`src/rtl/mem_access_sequencer.sv`:
```
// Sequences sized MIPS loads/stores onto a byte-wide data memory, one byte per cycle,
// big-endian, with sign/zero extension of load data and rejection of bad accesses.
module mem_access_sequencer #(
    parameter int MEM_DEPTH = 1024,
    parameter int ADDR_W    = 10
) (
    input  logic              clk,
    input  logic              reset,
    input  logic              ReqValid,
    output logic              ReqReady,
    input  logic              ReqWrite,
    input  logic [1:0]        ReqSize,
    input  logic              ReqSigned,
    input  logic [31:0]       ReqAddress,
    input  logic [31:0]       ReqWriteData,
    output logic              RespValid,
    output logic [31:0]       RespData,
    output logic              RespError,
    output logic [ADDR_W-1:0] MemAddress,
    output logic              MemWrite,
    output logic              MemRead,
    output logic [7:0]        MemWriteByte,
    input  logic [7:0]        MemReadByte
);

    typedef enum logic [1:0] {IDLE, ACCESS, DRAIN, RESP} state_t;

    state_t      state;
    logic [1:0]  idx;
    logic        write_q;
    logic        signed_q;
    logic [1:0]  size_q;
    logic [1:0]  last_q;
    logic [31:0] wdata_q;
    logic [23:0] shift_q;
    logic        accept;

    assign accept = (state == IDLE) && ReqReady && ReqValid;

    function automatic logic [1:0] last_of(input logic [1:0] size);
        case (size)
            2'b00:   return 2'd0;
            2'b01:   return 2'd1;
            default: return 2'd3;
        endcase
    endfunction

    function automatic logic is_error(input logic [1:0] size, input logic [31:0] addr);
        logic bad;
        case (size)
            2'b00:   bad = 1'b0;
            2'b01:   bad = addr[0];
            2'b10:   bad = (addr[1:0] != 2'b00);
            default: bad = 1'b1;
        endcase
        return bad || (addr >= 32'(MEM_DEPTH));
    endfunction

    // Byte i of an N-byte datum, most significant byte first.
    function automatic logic [7:0] byte_sel(input logic [31:0] d, input logic [1:0] last,
                                            input logic [1:0] i);
        logic [31:0] s;
        s = d >> {last - i, 3'b000};
        return s[7:0];
    endfunction

    function automatic logic [31:0] extend(input logic [31:0] raw, input logic [1:0] size,
                                           input logic sgn);
        case (size)
            2'b00:   return sgn ? {{24{raw[7]}}, raw[7:0]} : {24'h0, raw[7:0]};
            2'b01:   return sgn ? {{16{raw[15]}}, raw[15:0]} : {16'h0, raw[15:0]};
            default: return raw;
        endcase
    endfunction

    always_ff @(posedge clk or posedge reset) begin
        if (reset) begin
            state        <= IDLE;
            idx          <= 2'd0;
            ReqReady     <= 1'b0;
            RespValid    <= 1'b0;
            RespError    <= 1'b0;
            RespData     <= 32'h0;
            MemAddress   <= '0;
            MemWrite     <= 1'b0;
            MemRead      <= 1'b0;
            MemWriteByte <= 8'h0;
        end else begin
            case (state)
                IDLE: begin
                    if (accept) begin
                        ReqReady <= 1'b0;
                        if (is_error(ReqSize, ReqAddress)) begin
                            RespValid <= 1'b1;
                            RespError <= 1'b1;
                            RespData  <= 32'h0;
                            state     <= RESP;
                        end else begin
                            idx          <= 2'd0;
                            MemAddress   <= ReqAddress[ADDR_W-1:0];
                            MemWrite     <= ReqWrite;
                            MemRead      <= !ReqWrite;
                            MemWriteByte <= byte_sel(ReqWriteData, last_of(ReqSize), 2'd0);
                            state        <= ACCESS;
                        end
                    end else begin
                        ReqReady <= 1'b1;
                    end
                end
                ACCESS: begin
                    if (idx == last_q) begin
                        MemWrite <= 1'b0;
                        MemRead  <= 1'b0;
                        if (write_q) begin
                            RespValid <= 1'b1;
                            RespError <= 1'b0;
                            RespData  <= 32'h0;
                            state     <= RESP;
                        end else begin
                            state <= DRAIN;
                        end
                    end else begin
                        idx          <= idx + 2'd1;
                        MemAddress   <= MemAddress + ADDR_W'(1);
                        MemWriteByte <= byte_sel(wdata_q, last_q, idx + 2'd1);
                    end
                end
                // Final read byte is still on MemReadByte here; fold it in directly.
                DRAIN: begin
                    RespValid <= 1'b1;
                    RespError <= 1'b0;
                    RespData  <= extend({shift_q, MemReadByte}, size_q, signed_q);
                    state     <= RESP;
                end
                RESP: begin
                    RespValid <= 1'b0;
                    RespError <= 1'b0;
                    RespData  <= 32'h0;
                    ReqReady  <= 1'b1;
                    state     <= IDLE;
                end
                default: state <= IDLE;
            endcase
        end
    end

    // Captured request and read assembly; byte k arrives one cycle after its strobe.
    always_ff @(posedge clk) begin
        if (accept) begin
            write_q  <= ReqWrite;
            signed_q <= ReqSigned;
            size_q   <= ReqSize;
            last_q   <= last_of(ReqSize);
            wdata_q  <= ReqWriteData;
            shift_q  <= 24'h0;
        end else if (state == ACCESS && !write_q && idx != 2'd0) begin
            shift_q <= {shift_q[15:0], MemReadByte};
        end
    end

endmodule

```
`config.mk`:
```
export PLATFORM = sky130hd
export DESIGN_NAME = mem_access_sequencer
export DESIGN_NICKNAME = d
export VERILOG_FILES = /design/src/rtl/mem_access_sequencer.sv
export SDC_FILE = /design/constraint.sdc
export NUM_CORES = 1
export LEC_CHECK = 0
export BUFFER_PORTS_ARGS = -buffer_cell sky130_fd_sc_hd__buf_4
export CORE_MARGIN = 1
export CORE_UTILIZATION = 45
export DETAILED_ROUTE_END_ITERATION = 16
export PLACE_DENSITY = 0.72
export SETUP_SLACK_MARGIN = 0.1
export SYNTH_ARGS = -nofsm -noshare
export SYNTH_HDL_FRONTEND = slang
export SYNTH_SLANG_ARGS = --single-unit
```
`constraint.sdc`:
```
create_clock -name clk -period 4.7 [get_ports clk]
set_clock_uncertainty 0.1 [all_clocks]
set_input_delay 0.235 -clock clk [delete_from_list [all_inputs] [get_ports clk]]
set_output_delay 0.235 -clock clk [all_outputs]
set_load 0.02 [all_outputs]
```
After elaboration in Yosys (flattened, before gate mapping)
Cells that the tools add are included.

cells by class
  add/subtract/negate cells = 3
  multiply operators = 0
  divide/modulo/power cells = 0
  $lt $le $gt $ge = 1
  eq/ne operators = 13
  shift operators = 2
  muxes and demuxes = 49
  bitwise operators = 0
  reduce and logical (&&, ||, !) cells = 19

operators with widths
  operator                 number
  $mux W32                 6
  $pmux W32 S4             1
  $pmux W32 S2             1
  $shr A32 B5 Y8           2
  $ge A32 B11 Y1 const B   1
  $mux W10                 3
  $mux W8                  3
  $pmux W10 S2             1
  $mux W2                  9
  $pmux W8 S2              1
  $mux W1                  15
  $reduce_and A4 Y1        3
  $add A10 B1 Y10 const B  1
  $ne A2 B2 Y1 const B     5
  $pmux W2 S2              2
  $pmux W2 S4              1
  $reduce_bool A2 Y1       4
  $eq A2 B1 Y1 const B     3
  $eq A2 B2 Y1 const B     3
  $logic_not A2 Y1         3
  $pmux W1 S2              3
  $pmux W1 S3              2
  $logic_and A1 B1 Y1      4
  $pmux W1 S4              1
  8 further kinds          9

word-level totals
  register bits after elaboration = 121
  bits in latches = 0
  bits in writable memories = 0
  bits in read-only memories = 0
  input bits = 79
  memories kept = 0

Logic depth before layout (Yosys ltp)
  word-level depth = 13
  gate-level depth with buffers = 9

Worst setup path before layout
No wires, ideal clock.

  path kind = register to register
  from = register state[0]
  to = register last_q[0], enable pin
  library setup time = 0.417 ns
  data arrival time = 2.285 ns
  data required time = 4.183 ns
  path slack = 1.897 ns
  cell stages (with the launch flop) = 6
  buffers on the path = 1
  clock period less this slack = 2.803 ns
  cell sequence = dfrtp_1 -> inv_1 -> ha_1 -> nand3_1 -> inv_2 -> clkbuf_1

on the way
  longest elaborated chain between the ends = 3

RTL lines
  what                               line  text
  start: declaration                 28    state_t state;
  start signal: assignment           78    state <= IDLE;
  start signal: assignment           97    state <= RESP;
  start signal: assignment           104   state <= ACCESS;
  $logic_not A2 Y1                   38    assign accept = (state == IDLE) && ReqReady && ReqValid;
  $logic_and A1 B1 Y1 (2 in series)  38
  net accept                         36    logic accept;
  end signal: assignment             153   last_q <= last_of(ReqSize);
  end: declaration                   33    logic [1:0] last_q;

The timed path passes the listed nets, and every way through them passes these cells.
A chain may end at the register's enable or synchronous reset.

Final worst setup path
  from = register state[0]
  to = register MemWriteByte[1]

on the way
  longest elaborated chain between the ends = 5
  elaborated cells between the ends (all ways) = 10

RTL lines
  what                                line    text
  $logic_not A2 Y1                    38, 89
  $logic_and A1 B1 Y1 (2 in series)   38
  $ne A2 B2 Y1 (no source line)       n/a
  $reduce_and A4 Y1 (no source line)  n/a
  end signal: assignment              103     MemWriteByte <= byte_sel(ReqWriteData, last_of(ReqSize), 2'd0);
  end signal: assignment              125     MemWriteByte <= byte_sel(wdata_q, last_q, idx + 2'd1);
  end: declaration                    22      output logic [7:0] MemWriteByte,

Several ways; a longest one is shown, not always the timed one.

==> run_results.csv <==
group,metric,value,unit
timing,rsz0062_at_grt,"false",
hold_path,worstHoldStart,"ReqAddress[3]",
routing,route.detailed.wl_per_inst,15.5,um
power,p_int,3270,uW
worst_setup_path,required,4.89,ns
timing,period_needed,3.33,ns
timing,setup_slack,1.37,ns
cts,htree_levels,4,
floorplanning,die_y,113,um
layout,final_cell_mix,"buf_4, nand2_1, dfrtp_1",
grt,grt_pass1_vias,4625,
cts,clk_pin_slew,0.05,ns
timing,tightest_slew,1.07,ns
hold_path,whs_path_depth,3,
cts,post_cts_buffers,0,
placed_design,post-dp-hpwl,8790,um
cts,cts_buffers,17,
layout,final_layout_size_suffix_gt1_share,26.0,%
worst_setup_path,worstSetupPathType,"flop to flop",
floorplanning,fp.dieArea,12900,um2
hold_path,whs_endpoint,"MemAddress[3]",
cts,ctsHoldBuffers,43,
timing,slew_headroom,28.4,%
worst_setup_path,arrival,3.52,ns
layout,final_nets,776,
synth,syn_area,5590,um2
power,p_seq_share,33.6,%
synth,syn_avg_cell_area,10.7,um2
layout,seq_area,3100,um2
placed_design,place_ws,1.46,ns
timing,min_period_over_period,70.9,%
synth,synth-seq-area-share,55.5,%
grt,antenna_found_initial,0,
layout,final_common_cell,"buf_4",
synth,postSynthCellCount,520,
cts,clk_path_buf_depth,2,
routing,ant_nets,0,
power,power_density,660,nW/um2
worst_setup_path,endpoint_kind,"flop",
run_status,status,"completed",
routing,route.detailed.drc,0,
worst_setup_path,rr_endpoint,"MemWriteByte[1]",
hold_path,hold_path.class,"primary input to flop",
synth,synth_edf_count,38,
timing,setup_viol,0,
synth,ys_ff_latch,121,
worst_setup_path,crit_path_max_fanout,19,
worst_setup_path,r2r_slack,1.37,ns
routing,dr.pass1.iters,5,
layout,antenna_cells,0,
timing,final_max_slew_viol_count,0,
worst_setup_path,reg2regPathDepth,7,
routing,drt-vias-per-instance,5.14,
cts,clock_latency,0.41,ns
cts,cts_tree,"built",
floorplanning,start_util,46.3,%
layout,nFillCells,955,
floorplanning,ioPinCount,134,
timing,fmax,300,MHz
worst_setup_path,critPathLaunchType,"flop",
routing,drtIter0Drc,254,
synth,synthDistinctLibCells,49,
layout,areaGrowthSynthToFinish,38.6,%
placed_design,portBuffers,133,
grt,grt_pass1_wl,22200,um
floorplanning,core.rowCount,40,
power,swShare,36.0,%
grt,grt_usage,22.4,%
grt,grt_max_degree,60,
synth,synthFlopType,"dfrtp_1",
power,p_switching,1840,uW
power,peakVddDrop,0.372,mV
power,clkPwrFrac,26.6,%
synth,async_flop_share,48.8,%
run,drv_cap,0,
synth,syn_nets,606,
power,p_leak,0.00344,uW
cts,clockRootBuffer,"clkbuf_16",
floorplanning,die_w,113,um
cts,cts.sinks,121,
placed_design,place_congestion,0.812,
grt,grt-ovfl-total,0,
synth,ys_warn_count,0,
cts,cts-resized-gates,0,
timing,whs,0.0319,ns
routing,dr_total_vias,4481,
routing,drt-total-wl,13500,um
power,pwr-share-comb,39.8,%
worst_setup_path,r2r_start,"state[0]",
layout,multi_input_area,2180,um2
floorplanning,core,12100,um2
timing,fin_setup_tns,0,ns
timing,finalHoldViolCount,0,
[how the worst max path moves through the flow]
stage | startpoint | endpoint | cells after the start
after floorplan | state[0] | last_q[0] | 5
after global placement | idx[0] | MemWriteByte[5] | 7
after detailed placement | idx[0] | MemWriteByte[2] | 7
after CTS | state[0] | MemWriteByte[1] | 7
after global routing | state[0] | MemWriteByte[0] | 7
final | state[0] | MemWriteByte[1] | 7
[metal layers]
layer	routed length, um	GRT usage, %	vias to the layer above
met5	0	0	-
met4	146	7.81	0
met3	663	6.06	18
met2	7040	39.3	150
met1	5680	26.5	2151
li1	-	-	2162
[power by group through the flow]
| stage | Clock [uW] | Combinational, uW | Sequential [uW] |
|---|---|---|---|
| floorplan | 0 | 1230 | 1890 |
| global placement | 0 | 1950 | 1720 |
| detailed placement | 0 | 2020 | 1730 |
| CTS | 1380 | 2060 | 1720 |
| global route | 1430 | 2240 | 1760 |
| finish | 1360 | 2040 | 1720 |
[Yosys cell counts (2+ instances only)]
library cell / instances / share of area, %
nor4_1: 5 / 0.56
a21boi_0: 8 / 1.1
inv_1: 38 / 2.6
o22ai_1: 2 / 0.22
mux2i_1: 35 / 6.3
nand3_1: 11 / 0.99
mux2_2: 6 / 1.2
ha_1: 7 / 1.6
dfrtp_1: 59 / 26
o32ai_1: 2 / 0.31
buf_2: 4 / 0.36
a22o_1: 5 / 0.78
o21ai_0: 25 / 2.2
nor2_1: 6 / 0.40
and4_1: 2 / 0.31
a31oi_1: 6 / 0.67
xor2_1: 2 / 0.31
nor3_1: 3 / 0.27
nand2b_1: 11 / 1.2
o221ai_1: 8 / 1.3
nand2_1: 82 / 5.5
edfxtp_1: 38 / 20
nor3b_1: 2 / 0.27
a21oi_1: 52 / 4.7
clkbuf_1: 21 / 1.4
dfxtp_1: 24 / 8.6
buf_6: 5 / 1.0
nand4_1: 2 / 0.22
mux2_1: 29 / 5.8
[stage by stage]
step                std cells  power (uW)  area, um2  util (%)
floorplan                 520        3120       5590         -
global placement          796        3670       6690      55.4
detailed placement        796        3750       6690      55.4
CTS                       871        5150       7740      64.2
global route              871        5430       7740      64.2
finish                    871        5110       7740      64.2
[logic make-up (layout without fill, tap and decap cells)]
kind of cell | after synthesis | in the layout | synth area share [%]
buf+inv | 71 | 254 | 5.60
fa+ha+maj | 7 | 7 | 1.57
flops | 121 | 121 | 55.5
xor+xnor | 3 | 3 | 0.470
compound gates | 118 | 118 | 13.1
simple gates | 130 | 130 | 10.5
mux | 70 | 70 | 13.3
[critical path, cell delays in order, from the launching register on]
cell     delay, ns
dfrtp_1       0.43
inv_1         0.11
ha_1          0.48
nand3_1       0.38
o31ai_2       0.34
buf_4         0.25
and2_1        0.70
mux2_1        0.39
[flip-flops by register name, indices dropped and copies added (netlist names)]
signal	cells
MemRead	1
RespData	32
RespValid	1
last_q	2
shift_q	24
size_q	2
MemAddress	10
signed_q	1
MemWrite	1
MemWriteByte	8
wdata_q	32
state	2
idx	2
write_q	1
RespError	1
ReqReady	1
[final cells by class]
type	instances	area share, %
timing repair buffer	183	19.1
tap	168	2.71
clock buffer	26	6.72
inverter	39	1.89
multi-input combinational	328	28.2
clock inverter	6	1.39
sequential	121	40.0
(Power assumes the default switching activity.)
